==> config.mk <==
export PLATFORM = sky130hd
export DESIGN_NAME = maxpool2x2_stream
export DESIGN_NICKNAME = d
export VERILOG_FILES = /design/src/rtl/maxpool2x2_stream.sv
export SDC_FILE = /design/constraint.sdc
export NUM_CORES = 1
export LEC_CHECK = 0
export CORE_UTILIZATION = 25
export DETAILED_ROUTE_END_ITERATION = 8
export GPL_TIMING_DRIVEN = 0
export PLACE_DENSITY = 0.45
export SLEW_MARGIN = 20
export SYNTH_ARGS = -nofsm -noshare
export SYNTH_HDL_FRONTEND = slang
export SYNTH_SLANG_ARGS = --single-unit
==> constraint.sdc <==
create_clock -name clk -period 5 [get_ports clk]
set_clock_uncertainty 0.15 [all_clocks]
set_input_delay 0.5 -clock clk [delete_from_list [all_inputs] [get_ports clk]]
set_output_delay 0.5 -clock clk [all_outputs]
set_load 0.005 [all_outputs]
==> src/rtl/maxpool2x2_stream.sv <==
// Streaming 2x2 / stride-2 signed max-pool over a raster-ordered feature map.
// Pair maxima from even rows are kept in a half-row line buffer and merged on odd rows.
module maxpool2x2_stream #(
    parameter int DATA_W  = 16,
    parameter int IN_COLS = 28,
    parameter int IN_ROWS = 28
) (
    input  logic              clk,
    input  logic              rst_n,
    input  logic              in_en,
    input  logic [DATA_W-1:0] in_data,
    output logic              out_valid,
    output logic [DATA_W-1:0] out_data,
    output logic              row_done,
    output logic              frame_done
);

    localparam int HALF  = IN_COLS / 2;
    localparam int COL_W = (IN_COLS > 2) ? $clog2(IN_COLS) : 1;
    localparam int ROW_W = (IN_ROWS > 2) ? $clog2(IN_ROWS) : 1;
    localparam int IDX_W = (HALF > 1) ? $clog2(HALF) : 1;
    localparam logic [COL_W-1:0] COL_LAST = COL_W'(IN_COLS - 1);
    localparam logic [ROW_W-1:0] ROW_LAST = ROW_W'(IN_ROWS - 1);

    if ((IN_COLS % 2) != 0 || IN_COLS < 2) begin : g_bad_cols
        $error("maxpool2x2_stream: IN_COLS must be even and at least 2");
    end
    if ((IN_ROWS % 2) != 0 || IN_ROWS < 2) begin : g_bad_rows
        $error("maxpool2x2_stream: IN_ROWS must be even and at least 2");
    end

    typedef enum logic {
        ROW_EVEN = 1'b0,
        ROW_ODD  = 1'b1
    } state_t;

    function automatic logic [DATA_W-1:0] max_signed(input logic [DATA_W-1:0] a,
                                                     input logic [DATA_W-1:0] b);
        return ($signed(a) > $signed(b)) ? a : b;
    endfunction

    state_t             r_state;
    state_t             w_state_next;
    logic [COL_W-1:0]   r_col;
    logic [ROW_W-1:0]   r_row;
    logic [DATA_W-1:0]  r_pair;
    logic [DATA_W-1:0]  r_linebuf [HALF];
    logic               r_out_valid;
    logic [DATA_W-1:0]  r_out_data;
    logic               r_row_done;
    logic               r_frame_done;

    logic               w_col_last;
    logic               w_row_last;
    logic               w_odd_col;
    logic [IDX_W-1:0]   w_idx;
    logic [DATA_W-1:0]  w_pmax;
    logic [DATA_W-1:0]  w_result;
    logic               w_lb_we;
    logic               w_emit;

    assign w_col_last = (r_col == COL_LAST);
    assign w_row_last = (r_row == ROW_LAST);
    assign w_odd_col  = r_col[0];
    assign w_idx      = IDX_W'(r_col >> 1'b1);
    assign w_pmax     = max_signed(r_pair, in_data);
    assign w_result   = max_signed(r_linebuf[w_idx], w_pmax);
    assign w_lb_we    = in_en && w_odd_col && (r_state == ROW_EVEN);
    assign w_emit     = in_en && w_odd_col && (r_state == ROW_ODD);

    // State register for the even/odd row phase.
    always_ff @(posedge clk or negedge rst_n) begin
        if (!rst_n) begin
            r_state <= ROW_EVEN;
        end else begin
            r_state <= w_state_next;
        end
    end

    // Row phase flips when the last column of a row is accepted.
    always_comb begin
        w_state_next = r_state;
        case (r_state)
            ROW_EVEN: begin
                if (in_en && w_col_last) begin
                    w_state_next = ROW_ODD;
                end else begin
                    w_state_next = ROW_EVEN;
                end
            end
            ROW_ODD: begin
                if (in_en && w_col_last) begin
                    w_state_next = ROW_EVEN;
                end else begin
                    w_state_next = ROW_ODD;
                end
            end
            default: w_state_next = ROW_EVEN;
        endcase
    end

    // Raster position counters and the even-column pair register.
    always_ff @(posedge clk or negedge rst_n) begin
        if (!rst_n) begin
            r_col  <= '0;
            r_row  <= '0;
            r_pair <= '0;
        end else if (in_en) begin
            if (!w_odd_col) begin
                r_pair <= in_data;
            end
            if (w_col_last) begin
                r_col <= '0;
                r_row <= w_row_last ? '0 : r_row + ROW_W'(1);
            end else begin
                r_col <= r_col + COL_W'(1);
            end
        end
    end

    // Line buffer: never reset, written only on even rows.
    always_ff @(posedge clk) begin
        if (w_lb_we) begin
            r_linebuf[w_idx] <= w_pmax;
        end
    end

    // Registered pooled output; out_data holds while no window completes.
    always_ff @(posedge clk or negedge rst_n) begin
        if (!rst_n) begin
            r_out_valid  <= 1'b0;
            r_out_data   <= '0;
            r_row_done   <= 1'b0;
            r_frame_done <= 1'b0;
        end else begin
            r_out_valid  <= w_emit;
            r_row_done   <= w_emit && w_col_last;
            r_frame_done <= w_emit && w_col_last && w_row_last;
            if (w_emit) begin
                r_out_data <= w_result;
            end
        end
    end

    assign out_valid  = r_out_valid;
    assign out_data   = r_out_data;
    assign row_done   = r_row_done;
    assign frame_done = r_frame_done;

endmodule

; ---- Word level (Yosys, flattened, before mapping)
; Memory sizes are Yosys's and may differ from the RTL's.
; Index checks and enable logic that the tools add are counted.
[classes]
mux = 9
reduce_logical = 8
bitwise = 2
eq_ne = 2
addsub = 2
n_lt_le_gt_ge = 2
[ops]
columns = cell, count
row1 = $gt A16 B16 Y1, 2
row2 = $mux W16, 2
row3 = $add A5 B1 Y5 const B, 2
row4 = $eq A5 B5 Y1 const B, 2
row5 = $mux W5, 2
row6 = $logic_and A1 B1 Y1, 6
row7 = $mux W1, 4
row8 = $reduce_and A2 Y1, 2
row9 = $not A1 Y1, 2
row10 = $pmux W1 S2, 1
[word_totals]
word_cells = 34
input_bits = 19
mem_count = 1
output_inout_bits = 19
ramBits = 224
register_bits = 46
[memory_table]
columns = name, words, word_bits, read_ports, rd_clocked_by_memory_dff, write_ports, line_no
row1 = r_linebuf, 14, 16, 1, 0, 1, 47  ; logic [DATA_W-1:0] r_linebuf [HALF];

; ---- Depth between registers and ports, before layout
; Gate-level depths: netlist of the first run.
[depth]
depth_word = 4
depth_mapped = 19
ltp_nobuf = 15

; ---- Least setup slack after synthesis of the first run
; OpenSTA, ideal clock, no wires.
[synth_timing]
kind = input to register
startpoint = input port in_data[15]
endpoint = register r_out_data[6], in the netlist out_data[6]
n_path_buf = 4
t_required_ns = 4.707
setup_time_ns = 0.143
path_slack_ns = 0.215
path_stages = 18
arrival_time_ns = 4.492
cell_sequence = inv_1 -> ha_1 -> buf_6 -> nand4_4 -> or3_4 -> a211oi_1 -> a2111o_1 -> buf_2 -> buf_4 -> mux2_4 -> ha_1 -> nand4_1 -> or2_1 -> nor3_1 -> nor3b_1 -> mux2i_1 -> buf_2 -> o221ai_1
[synth_via]
elab_chain_cells = 4
[synth_rtl]
columns = element, line_no
row1 = from (decl), 11  ; input logic [DATA_W-1:0] in_data,
row2 = $gt A16 B16 Y1, 39  ; return ($signed(a) > $signed(b)) ? a : b;
row3 = $mux W16 (*), 39
row4 = $gt A16 B16 Y1, 39
row5 = $mux W16 (*), 39
row6 = to (signal assigned), 140  ; r_out_data <= w_result;
row7 = to (decl), 49  ; logic [DATA_W-1:0] r_out_data;
; Every way passes the cells marked *; elsewhere a longest branch is shown, timed or not.
; A chain may end at the register's enable or synchronous reset.

; ---- Worst setup path after layout of the first run
[layout_timing]
startpoint = input port in_data[15]
endpoint = register r_out_data[2], in the netlist out_data[2]
; Same word-level chain as after synthesis.

==> reports/metrics.cfg, run 1 <==
[yosys]
avgSynthCellArea_um2 = 15.37
ys_warn_count = 0
seq_area_frac_synth_pct = 65.97
ys.flop_type = edfxtp_1
synth_seq_cells = 270
async_reset_ff_share_pct = 17.04
synth.net_count = 830
synth.distinct_cells = 54
syn_inst = 777
netlist_area_mm2 = 0.01194
synth-edff-count = 224

[run_status]
violations = DRC
status = complete, but fails checks

[clock_network]
cts_root_buf = clkbuf_16
clock_path_buffers = 3
cts_tree = done
clock-sinks = 270
clk_pin_slew_ns = 0.06
htree_levels = 1
insertion_delay_ns = 0.58
cts_made_buffers = 30

[detailed_routing]
firstDrtPassIters = 6
drt_iter0_markers = 390
vias = 6686
drc = 7
totalWireLength_um = 28380
ant_nets = 0
viasPerCell = 4.484
wl_per_cell_um = 19.04

[sta]
timing_hold_violations_final = 0
fin_crit_sh_pct = 95.95
setup_viol = 0
setup_ws_ns = 0.2026
max_freq_mhz = 208.4
drv_slew = 0
worst_slew_pin_slew_ns = 1.014
max_slew_margin_pct = 32.43
fin_crit_ns = 4.797
holdWs_ns = 0.1957
fin_setup_tns_ns = 0
rsz0062_at_grt = no

[critical_path]
crit_top_cell = ha_1
r2r-end = out_data[2]$_DFFE_PN0P_
path_class = in2reg
r2r.worst_path.cells = 17
cp_slowest_cell = clkdlybuf4s50_1
critPathCaptureType = register
cp.arrival_ns = 5.06
slowest_delay_ns = 0.50
required_ns = 5.26
cp-start-kind = input port
crit_chain = clkdlybuf4s50_1 > inv_1 > ha_1 > buf_6 > nand4_4 > or3_4 > a211oi_2 > a2111o_1 > clkbuf_4 > buf_8 > mux2_4 > ha_1 > nand4_1 > or2_1 > o22a_1 > and4_1 > o31ai_4 > buf_4 > o221ai_1
reg2reg_slack_ns = 0.30
worstPathMaxFanout = 10
regToRegStartpoint = r_pair[15]$_DFFE_PN0P_

[place]
place_congestion = 0.7726
dp_hpwl_um = 19540
place_inst = 1429
placed_area_mm2 = 0.01323
port_buffers = 36
dp_slack_ns = -1.413

[grt]
grt_pass1_wl_um = 43330
grt-ovfl-total = 0
grt_util_all_layers_pct = 11.95
grt_pass1_vias = 6816
grt_max_degree = 47
antenna_found_initial = 0

[layout]
final_core_util_pct = 30.49
stdcell_area_mm2 = 0.01429
syn2layout_area_growth_pct = 19.64
nets = 913
fillers = 4710
diodes = 0
layout-drive-gt1-share_pct = 16.97
stdcell_count = 1491

[floorplanning]
start_util_pct = 25.49
die_h_um = 220.6
core-area_mm2 = 0.04685
rows = 79
dieArea_mm2 = 0.04864
die_w_um = 220.6
ioPinCount = 38

[power_and_ir_drop]
p_per_area_mw_per_mm2 = 547.8
leakagePower_nw = 5.194
p_total_mw = 7.826
ir_worst_vdd_uv = 340.1

[flow_run]
cap_viol_max_count = 0

[worst_hold_path]
hold_path.class = in2reg
min_delay_worst_endpoint = r_col[0]$_DFFE_PN0P_
whs_path_depth = 2
hold_path.startpoint = in_en

[registers in the layout (all words and copies together) (netlist names)]
signal,cells
frame_done,1
out_valid,1
r_state,1
r_row,5
r_pair,16
r_linebuf,224
out_data,16
row_done,1
r_col,5
[worst max-delay path, delay by kind of cell]
family          cells  cell delay [ns]
simple gates        5             1.26
fa+ha+maj           2             0.64
buf+inv             6             1.35
mux                 1             0.35
compound gates      5             0.95
[final cells by class]
type                       instances  area, um^2  area share, %
inverter                          54       206.4          1.445
sequential                       270        7878          55.14
clock inverter                    20       170.2          1.191
timing repair buffer              51       518.0          3.626
buffer                            34       186.4          1.305
clock buffer                      36       773.2          5.413
tap                              607       759.5          5.316
multi-input combinational        419        3795          26.56
[how the worst max path moves through the flow]
stage	start	endpoint	slack, ns	depth (start not counted)
after floorplan	in_data[15]	out_data[6]$_DFFE_PN0P_	0.22	18
after global placement	in_data[15]	out_data[6]$_DFFE_PN0P_	-1.37	19
after detailed placement	in_data[15]	out_data[6]$_DFFE_PN0P_	-1.41	19
after CTS	in_data[15]	out_data[6]$_DFFE_PN0P_	0.007	19
after global routing	in_data[15]	out_data[4]$_DFFE_PN0P_	0.001	19
final	in_data[15]	out_data[2]$_DFFE_PN0P_	0.20	19
[cell families after synthesis]
| kind of cell | count (synthesis) | synth area share, % |
|---|---|---|
| buffers and inverters | 88 | 3.070 |
| adder cells (fa/ha/maj) | 34 | 3.562 |
| XOR/XNOR | 2 | 0.1467 |
| AND/OR/NAND/NOR | 148 | 5.752 |
| flip-flops | 270 | 65.97 |
| multiplexers | 133 | 15.03 |
| AO/OA/AOI/OAI | 102 | 6.475 |
[cells in the final DEF, fill, tap and decap left out, types with 25 or more instances in the layout]
master           synthesis  final
clkbuf_1                19     25
clkbuf_16                0     30
clkdlybuf4s50_1          0     35
dfrtp_1                 46     46
edfxtp_1               224    224
ha_1                    34     34
inv_1                   54     53
mux2i_1                 81     80
mux4_2                  32     32
nand2_1                 78     78
[power by group]
part | leakage (nW) | switching, mW | internal (mW) | total [mW]
Combinational | 2.12 | 1.67 | 1.09 | 2.76
Clock | 0.457 | 0.895 | 1.20 | 2.10
Sequential | 2.62 | 0.112 | 2.85 | 2.96
[what timing repair did]
item / CTS / global route
endpoints found under the setup margin: 16 / 16
pin swaps: 1 / 2
hold buffers: 1 / 0
resized for setup: 8 / 6
buffers inserted: 2 / 3
hold endpoints to repair: 46 / 0
[per-layer routing]
layer	GRT usage, %	routed length, um
met1	16.50	13540
met2	19.63	13230
met3	1.911	1000
met4	2.763	611
met5	0	0
[Yosys cell counts, types with 7 or more instances]
master | instances | area (um^2)
ha_1 | 34 | 425.4
o221ai_2 | 10 | 150.1
o22ai_1 | 16 | 100.1
or2_1 | 16 | 100.1
nor2_1 | 20 | 75.07
o21ai_0 | 17 | 85.08
inv_1 | 54 | 202.7
nand2_1 | 78 | 292.8
a22oi_1 | 15 | 112.6
nand4_1 | 7 | 43.79
nand3_1 | 8 | 40.04
a21oi_1 | 14 | 70.07
buf_2 | 7 | 35.03
clkbuf_1 | 19 | 71.32
edfxtp_1 | 224 | 6726
mux2_4 | 10 | 150.1
mux2_2 | 7 | 78.83
mux2i_1 | 81 | 810.8
mux4_2 | 32 | 720.7
o221ai_1 | 7 | 61.31
dfrtp_1 | 46 | 1151
(Power assumes the default switching activity.)
==> inputs of run 2 (changes only) <==
--- a/config.mk
+++ b/config.mk
@@ -9,6 +9,7 @@
 export DETAILED_ROUTE_END_ITERATION = 8
 export GPL_TIMING_DRIVEN = 0
 export PLACE_DENSITY = 0.45
+export SKIP_LAST_GASP = 1
 export SLEW_MARGIN = 20
 export SYNTH_ARGS = -nofsm -noshare
 export SYNTH_HDL_FRONTEND = slang
==> results of run 2 <==
Same layout as run 1: the final DEF is identical, and so are final timing and power.
==> inputs of run 3 (changes only) <==
--- a/config.mk
+++ b/config.mk
@@ -7,6 +7,7 @@
 export LEC_CHECK = 0
 export CORE_UTILIZATION = 25
 export DETAILED_ROUTE_END_ITERATION = 8
+export GPL_ROUTABILITY_DRIVEN = 0
 export GPL_TIMING_DRIVEN = 0
 export PLACE_DENSITY = 0.45
 export SKIP_LAST_GASP = 1
==> results of run 3 <==
Same layout as run 1: the final DEF is identical, and so are final timing and power.
